`src/rtl/wb_stage.sv`:
```
// MEM/WB pipeline register and writeback unit.
// This block is the only writer of the register-file write port. It retires one
// instruction per accept. Loads park the stage in WAIT until mem_rvalid arrives.
// The returned word is then aligned and extended per load opcode.
module wb_stage #(
  parameter int TIMEOUT_CYCLES = 255,
  parameter int CNT_W          = 32
) (
  input  logic             sys_clk,
  input  logic             rst_n,
  input  logic             in_valid,
  output logic             in_ready,
  input  logic             in_reg_write,
  input  logic [4:0]       in_reg_dst_id,
  input  logic [31:0]      in_alu_result,
  input  logic             in_mem_to_reg,
  input  logic [2:0]       in_load_op,
  input  logic [31:0]      in_rt_value,
  input  logic             mem_rvalid,
  input  logic [31:0]      mem_rdata,
  output logic             reg_write,
  output logic [4:0]       reg_write_id,
  output logic [31:0]      reg_write_data,
  output logic             wb_stall,
  output logic             protocol_err,
  output logic [CNT_W-1:0] retire_count
);

  typedef enum logic {IDLE = 1'b0, WAIT = 1'b1} state_t;

  localparam logic [15:0] TIMEOUT = 16'(TIMEOUT_CYCLES);

  state_t             state_reg, state_next;
  logic               reg_write_reg, reg_write_next;
  logic [4:0]         wr_id_reg, wr_id_next;
  logic [31:0]        wr_data_reg, wr_data_next;
  logic               err_reg, err_next;
  logic [CNT_W-1:0]   cnt_reg, cnt_next;
  logic [15:0]        wait_reg, wait_next;
  logic [4:0]         ld_dst_reg, ld_dst_next;
  logic               ld_wr_reg, ld_wr_next;
  logic [2:0]         ld_op_reg, ld_op_next;
  logic [1:0]         ld_k_reg, ld_k_next;
  logic [31:0]        ld_rt_reg, ld_rt_next;

  // Align/extend the returned word; k is the byte offset within the word.
  function automatic logic [31:0] extract(input logic [2:0] op, input logic [1:0] k,
                                          input logic [31:0] w, input logic [31:0] rt);
    logic [7:0]  b;
    logic [15:0] h;
    logic [31:0] r;
    b = 8'(w >> {k, 3'b000});
    h = k[1] ? w[31:16] : w[15:0];
    case (op)
      3'b000:  r = {{24{b[7]}}, b};
      3'b001:  r = {{16{h[15]}}, h};
      3'b100:  r = {24'h0, b};
      3'b101:  r = {16'h0, h};
      3'b010: begin
        // lwl: high bytes from memory, low bytes kept from rt
        case (k)
          2'd0:    r = {w[7:0],  rt[23:0]};
          2'd1:    r = {w[15:0], rt[15:0]};
          2'd2:    r = {w[23:0], rt[7:0]};
          default: r = w;
        endcase
      end
      3'b110: begin
        // lwr: low bytes from memory, high bytes kept from rt
        case (k)
          2'd0:    r = w;
          2'd1:    r = {rt[31:24], w[31:8]};
          2'd2:    r = {rt[31:16], w[31:16]};
          default: r = {rt[31:8],  w[31:24]};
        endcase
      end
      default: r = w;
    endcase
    return r;
  endfunction

  assign in_ready       = (state_reg == IDLE);
  assign wb_stall       = (state_reg == WAIT);
  assign reg_write      = reg_write_reg;
  assign reg_write_id   = wr_id_reg;
  assign reg_write_data = wr_data_reg;
  assign protocol_err   = err_reg;
  assign retire_count   = cnt_reg;

  // Next-state, writeback and load-context logic.
  always_comb begin
    state_next     = state_reg;
    reg_write_next = 1'b0;
    wr_id_next     = wr_id_reg;
    wr_data_next   = wr_data_reg;
    err_next       = err_reg;
    cnt_next       = cnt_reg;
    wait_next      = wait_reg;
    ld_dst_next    = ld_dst_reg;
    ld_wr_next     = ld_wr_reg;
    ld_op_next     = ld_op_reg;
    ld_k_next      = ld_k_reg;
    ld_rt_next     = ld_rt_reg;
    case (state_reg)
      IDLE: begin
        // Any rvalid here has no load to belong to.
        if (mem_rvalid) err_next = 1'b1;
        if (in_valid) begin
          if (in_mem_to_reg) begin
            ld_dst_next = in_reg_dst_id;
            ld_wr_next  = in_reg_write;
            ld_op_next  = in_load_op;
            ld_k_next   = in_alu_result[1:0];
            ld_rt_next  = in_rt_value;
            wait_next   = 16'h0;
            state_next  = WAIT;
          end else begin
            reg_write_next = in_reg_write && (in_reg_dst_id != 5'd0);
            wr_id_next     = in_reg_dst_id;
            wr_data_next   = in_alu_result;
            cnt_next       = cnt_reg + 1'b1;
          end
        end
      end
      default: begin
        if (mem_rvalid) begin
          reg_write_next = ld_wr_reg && (ld_dst_reg != 5'd0);
          wr_id_next     = ld_dst_reg;
          wr_data_next   = extract(ld_op_reg, ld_k_reg, mem_rdata, ld_rt_reg);
          cnt_next       = cnt_reg + 1'b1;
          state_next     = IDLE;
        end else begin
          // Saturating count; flag once the limit is reached, keep waiting.
          if (wait_reg != 16'hFFFF) wait_next = wait_reg + 16'd1;
          if (wait_next >= TIMEOUT) err_next = 1'b1;
        end
      end
    endcase
  end

  // State and datapath registers.
  always_ff @(posedge sys_clk or negedge rst_n) begin
    if (!rst_n) begin
      state_reg     <= IDLE;
      reg_write_reg <= 1'b0;
      wr_id_reg     <= 5'd0;
      wr_data_reg   <= 32'd0;
      err_reg       <= 1'b0;
      cnt_reg       <= '0;
      wait_reg      <= 16'h0;
      ld_dst_reg    <= 5'd0;
      ld_wr_reg     <= 1'b0;
      ld_op_reg     <= 3'd0;
      ld_k_reg      <= 2'd0;
      ld_rt_reg     <= 32'd0;
    end else begin
      state_reg     <= state_next;
      reg_write_reg <= reg_write_next;
      wr_id_reg     <= wr_id_next;
      wr_data_reg   <= wr_data_next;
      err_reg       <= err_next;
      cnt_reg       <= cnt_next;
      wait_reg      <= wait_next;
      ld_dst_reg    <= ld_dst_next;
      ld_wr_reg     <= ld_wr_next;
      ld_op_reg     <= ld_op_next;
      ld_k_reg      <= ld_k_next;
      ld_rt_reg     <= ld_rt_next;
    end
  end

endmodule

```
`config.mk`:
```
export PLATFORM = sky130hd
export DESIGN_NAME = wb_stage
export DESIGN_NICKNAME = d
export VERILOG_FILES = /design/src/rtl/wb_stage.sv
export SDC_FILE = /design/constraint.sdc
export NUM_CORES = 1
export LEC_CHECK = 0
export ABC_AREA = 1
export CAP_MARGIN = 20
export CORE_ASPECT_RATIO = 0.5
export CORE_MARGIN = 2
export CORE_UTILIZATION = 50
export DETAILED_ROUTE_END_ITERATION = 8
export GPL_TIMING_DRIVEN = 0
export PLACE_DENSITY = 0.79
export SLEW_MARGIN = 25
export SYNTH_ARGS = -nofsm -noshare
export SYNTH_HDL_FRONTEND = slang
export SYNTH_SLANG_ARGS = --single-unit
```
`constraint.sdc`:
```
create_clock -name sys_clk -period 3.5 [get_ports sys_clk]
set_input_delay 0.7 -clock sys_clk [delete_from_list [all_inputs] [get_ports sys_clk]]
set_output_delay 0.7 -clock sys_clk [all_outputs]
set_load 0.02 [all_outputs]
```
# Word level (Yosys, flattened, before mapping)
# Index checks and enable logic that the tools add are counted.
# totals
register_bits	131
latchBits	0
ramBits	0
mem_bits_ro	0
output_inout_bits	73
mem_count	0
# classes
add_sub_neg	2
n_mul	0
div_mod_pow	0
order_cmp	1
eq_ne	11
shifts	1
muxes	35
bitwise_logic	1
reduce_logical	14
# ops
operator	n
32-bit 2-to-1 mux	8
32-bit case mux with 3 select lines	2
32-bit case mux with 6 select lines	1
16-bit 2-to-1 mux	8
32-bit by 1-bit adder with 32-bit output, second input constant	1
32-bit by 5-bit right shift with 8-bit output	1
5-bit 2-to-1 mux	4
16-bit by 1-bit adder with 16-bit output, second input constant	1
16-bit by 8-bit greater-or-equal comparator with 1-bit output, second input constant	1
16-bit inequality test, second input constant	1
1-bit 2-to-1 mux	12
3-bit AND reduction	4
5-bit nonzero test	2
3-bit equality test, second input constant	3
2-bit nonzero test	4
2-bit inequality test, second input constant	2
3-bit by 1-bit equality test with 1-bit output, second input constant	1
3-bit by 2-bit equality test with 1-bit output, second input constant	1
3-bit zero test	1
2-bit by 1-bit equality test with 1-bit output, second input constant	1
2-bit equality test, second input constant	1
1-bit logical AND	2
2-bit zero test	1
2-bit by 1-bit inequality test with 1-bit output, second input constant	1
1-bit inverter	1

# Logic depth before layout (Yosys ltp)
# logic_depth
word_depth	8
depth_mapped	14
depth_no_buf	13

# Least setup slack after synthesis
# Ideal clock, no wire load.
# synth_path
kind	in2reg
startpoint	input in_mem_to_reg
endpoint	register cnt_reg[22] (netlist: retire_count[22])
arrival_time_ns	1.677
t_required_ns	3.382
slack_ns	1.705
stages	11
cell_sequence	inv_1 > nand2_1 > nand2_1 > nand2_2 > buf_6 > nor3_4 > nand4_2 > nor3_4 > nand2_1 > nand2_1 > nand2_1
# synth_between
elab_chain_cells	2
# synth_rtl
item	line	rtl
start: declaration	16	input logic in_mem_to_reg,
2-bit by 1-bit inequality test with 1-bit output (no source line)	-	
3-bit AND reduction (no source line)	-	
end signal: assignment	162	cnt_reg <= cnt_next;
end: declaration	38	logic [CNT_W-1:0] cnt_reg, cnt_next;
# No other way between the ends.
# A chain may end at the register's enable or synchronous reset.

# Worst setup path after layout
# layout_path
startpoint	register state_reg (netlist: wb_stall)
endpoint	output in_ready
# layout_between
elab_chain_cells	1
# layout_rtl
item	line	rtl
start: declaration	33	state_t state_reg, state_next;
start signal: assignment	157	state_reg <= state_next;
1-bit inverter (no source line)	-	
end: declaration	12	output logic in_ready,
# No other way between the ends.

==> results.yml <==
setup_path:
  critPathLaunchType: "flop"
  timing.rr.end: "reg_write_data[22]"
  timing.rr.start: "ld_k_reg[0]"
  cp.arrival_ns: 2.19
  slowest_delay_ns: 0.71
  path_class: "flop to output pin"
  cp_slowest_cell: "clkdlybuf4s50_1"
  critPathBufInv: 3
  worst-r2r-cell-count: 10
  worstPathMaxFanout: 10
  path_delay_family: "buffers and inverters"
  worst-path-stages: 3
  r2r_setup_slack_ns: 1.22
  endpoint_kind: "output pin"
  cp.required_ns: 2.80
  crit_chain: "inv_2, clkbuf_1, clkdlybuf4s50_1"
sta:
  fin_crit_sh_pct: 82.6
  layout_setup_ws_ns: 0.610
  slew_violations: 0
  fmaxAchievable_mhz: 346
  finalSetupViolations: 0
  skew_ns: 0.00661
  period_needed_ns: 2.89
  hold_violations: 0
  slew_headroom_pct: 51.4
  hold_slack_ns: 0.177
  grt_setup_unrepaired: "no"
  tightest_slew_ns: 0.729
placement:
  placed_area_um2: 10400
  gp_congestion: 1.04
  io_buffers: 182
  dp_hpwl_um: 23800
  dp_slack_ns: 0.808
power:
  ir_drop_uv: 367
  swShare_pct: 39.1
  p_seq_share_pct: 33.9
  power-per-cell-area_nw_per_um2: 557
  p_int_mw: 3.74
  p_clk_share_pct: 28.5
  power.net_switching_mw: 2.39
  leakagePower_nw: 4.90
  comb_power_share_pct: 37.6
floorplanning:
  die_h_um: 95.0
  start_util_pct: 50.9
  core_um2: 16300
  row_count: 33
  fp.dieW_um: 186
  dieArea_um2: 17700
  io_pins: 183
synthesis:
  yosysTopAreaCellShare_pct: 39.6
  seq_area_frac_synth_pct: 39.6
  synth-edff-count: 0
  synth_top_area_cell: "dfrtp_1"
  yosysMostFrequentCell: "nand2_1"
  synth-main-ff-cell: "dfrtp_1"
  syn_area_um2: 8280
  synth-seq-cells: 131
  synth_cell_types: 45
  ys_warn_count: 0
  syn_nets: 1254
  async_reset_ff_share_pct: 100
  avgSynthCellArea_um2: 7.25
  netlist_instances: 1142
  netlist_top_cells_count: "nand2_1 (261), a21oi_1 (134), dfrtp_1 (131), nor2_1 (129), inv_1 (97)"
  synth.area.top_cells: "dfrtp_1 (40%), nand2_1 (12%), a21oi_1 (8.1%), nor2_1 (5.8%), o21ai_0 (5.2%)"
final_layout:
  final_nets: 1456
  syn_to_final_growth_pct: 32.8
  stdcell_area_um2: 11000
  drive_above_1_share_pct: 9.06
  nFillCells: 1384
  antennaDiodeCount: 0
clock_tree:
  htreeDepth: 4
  clkTransAtPathRegs_ns: 0.06
  cts_tree: "done"
  cts_resized: 0
  clkSinkCount: 131
  numCtsBuffers: 17
  clk_latency_ns: 0.43
  post_cts_buffers: 0
  hold_buffers: 0
  cts_root_buf: "clkbuf_16"
  cts.path.max_buffers: 2
routing:
  postRouteAntennaNets: 0
  first_iter_violations: 1287
  wirelength_um: 31700
  firstDrtPassIters: 7
  drt-wirelength-per-cell_um: 20.0
  viasPerCell: 5.92
  drc: 0
  num_vias: 9377
global_routing:
  grt_antenna_before_repair: 0
  grt_pass1_vias: 8980
  groute.usage.overall_pct: 37.2
  grt_max_degree: 84
  globalRoute.totalOverflow: 0
  grt_first_pass_wirelength_um: 48900
status:
  status: "complete, no violations"
hold_path:
  hp-class: "input pin to asynchronous set/reset pin"
job:
  cap_violations: 0
[through the flow]
step                std cells  TNS (ns)  util (%)  power [mW]
global placement         1551   -451.89      63.8        4.27
detailed placement       1552         0      64.0        4.31
finish                   1584         0      67.6        6.13
CTS                      1584         0      67.6        6.06
floorplan                1142         0         -        3.27
global route             1584         0      67.6        6.38
[metal layers]
layer	wire length [µm]	track usage, %
met4	937	13.2
met2	13600	56.1
met5	0	0
met3	4250	11.9
met1	12900	50.3
[how the worst max path moves through the flow]
stage / to / start / slack (ns)
global route: in_ready / wb_stall / 0.52
floorplan: retire_count[22] / in_mem_to_reg / 1.71
global placement: ld_rt_reg[22] / rst_n / -3.48
CTS: in_ready / wb_stall / 0.61
detailed placement: retire_count[29] / mem_rvalid / 0.81
finish: in_ready / wb_stall / 0.61
[power groups by stage]
stage / Sequential [mW] / Combinational [mW] / Clock, mW
finish: 2.08 / 2.30 / 1.75
global route: 2.11 / 2.45 / 1.83
floorplan: 2.21 / 1.06 / 0
CTS: 2.06 / 2.24 / 1.76
global placement: 2.08 / 2.19 / 0
detailed placement: 2.09 / 2.22 / 0
[layout make-up]
class	count	area [µm²]	share of cell area, %
multi-input cells	848	4320	39.2
flip-flops and latches	131	3280	29.8
repair buffers	183	1850	16.9
clock buffers	21	480	4.37
inverters	108	408	3.71
well taps	227	284	2.58
plain buffers	55	279	2.54
clock inverters	11	100	0.910
[cell families (layout without fill, tap and decap cells)]
logic type	Yosys count	after routing	synth area share (%)
AOI/OAI and AO/OA	280	280	17.9
DFF	131	131	39.6
buffers and inverters	163	378	8.30
xor gates and xnor gates	30	30	3.17
muxes	29	29	3.91
and+or+nand+nor	507	507	26.8
adders and majority gates	2	2	0.302
[cell usage in the layout (no fill, tap or decap), drive strengths merged, types with 20 or more instances in the layout]
cell type / synthesis / layout
buf: 29 / 31
inv: 107 / 109
o22ai: 20 / 20
o21ai: 104 / 104
nand4: 25 / 25
mux2: 27 / 27
nor2: 136 / 136
clkbuf: 26 / 47
nand2: 265 / 265
clkdlybuf4s50: 0 / 181
xor2: 20 / 20
a21oi: 134 / 134
nand3: 61 / 61
dfrtp: 131 / 131
(Power assumes the default switching activity.)
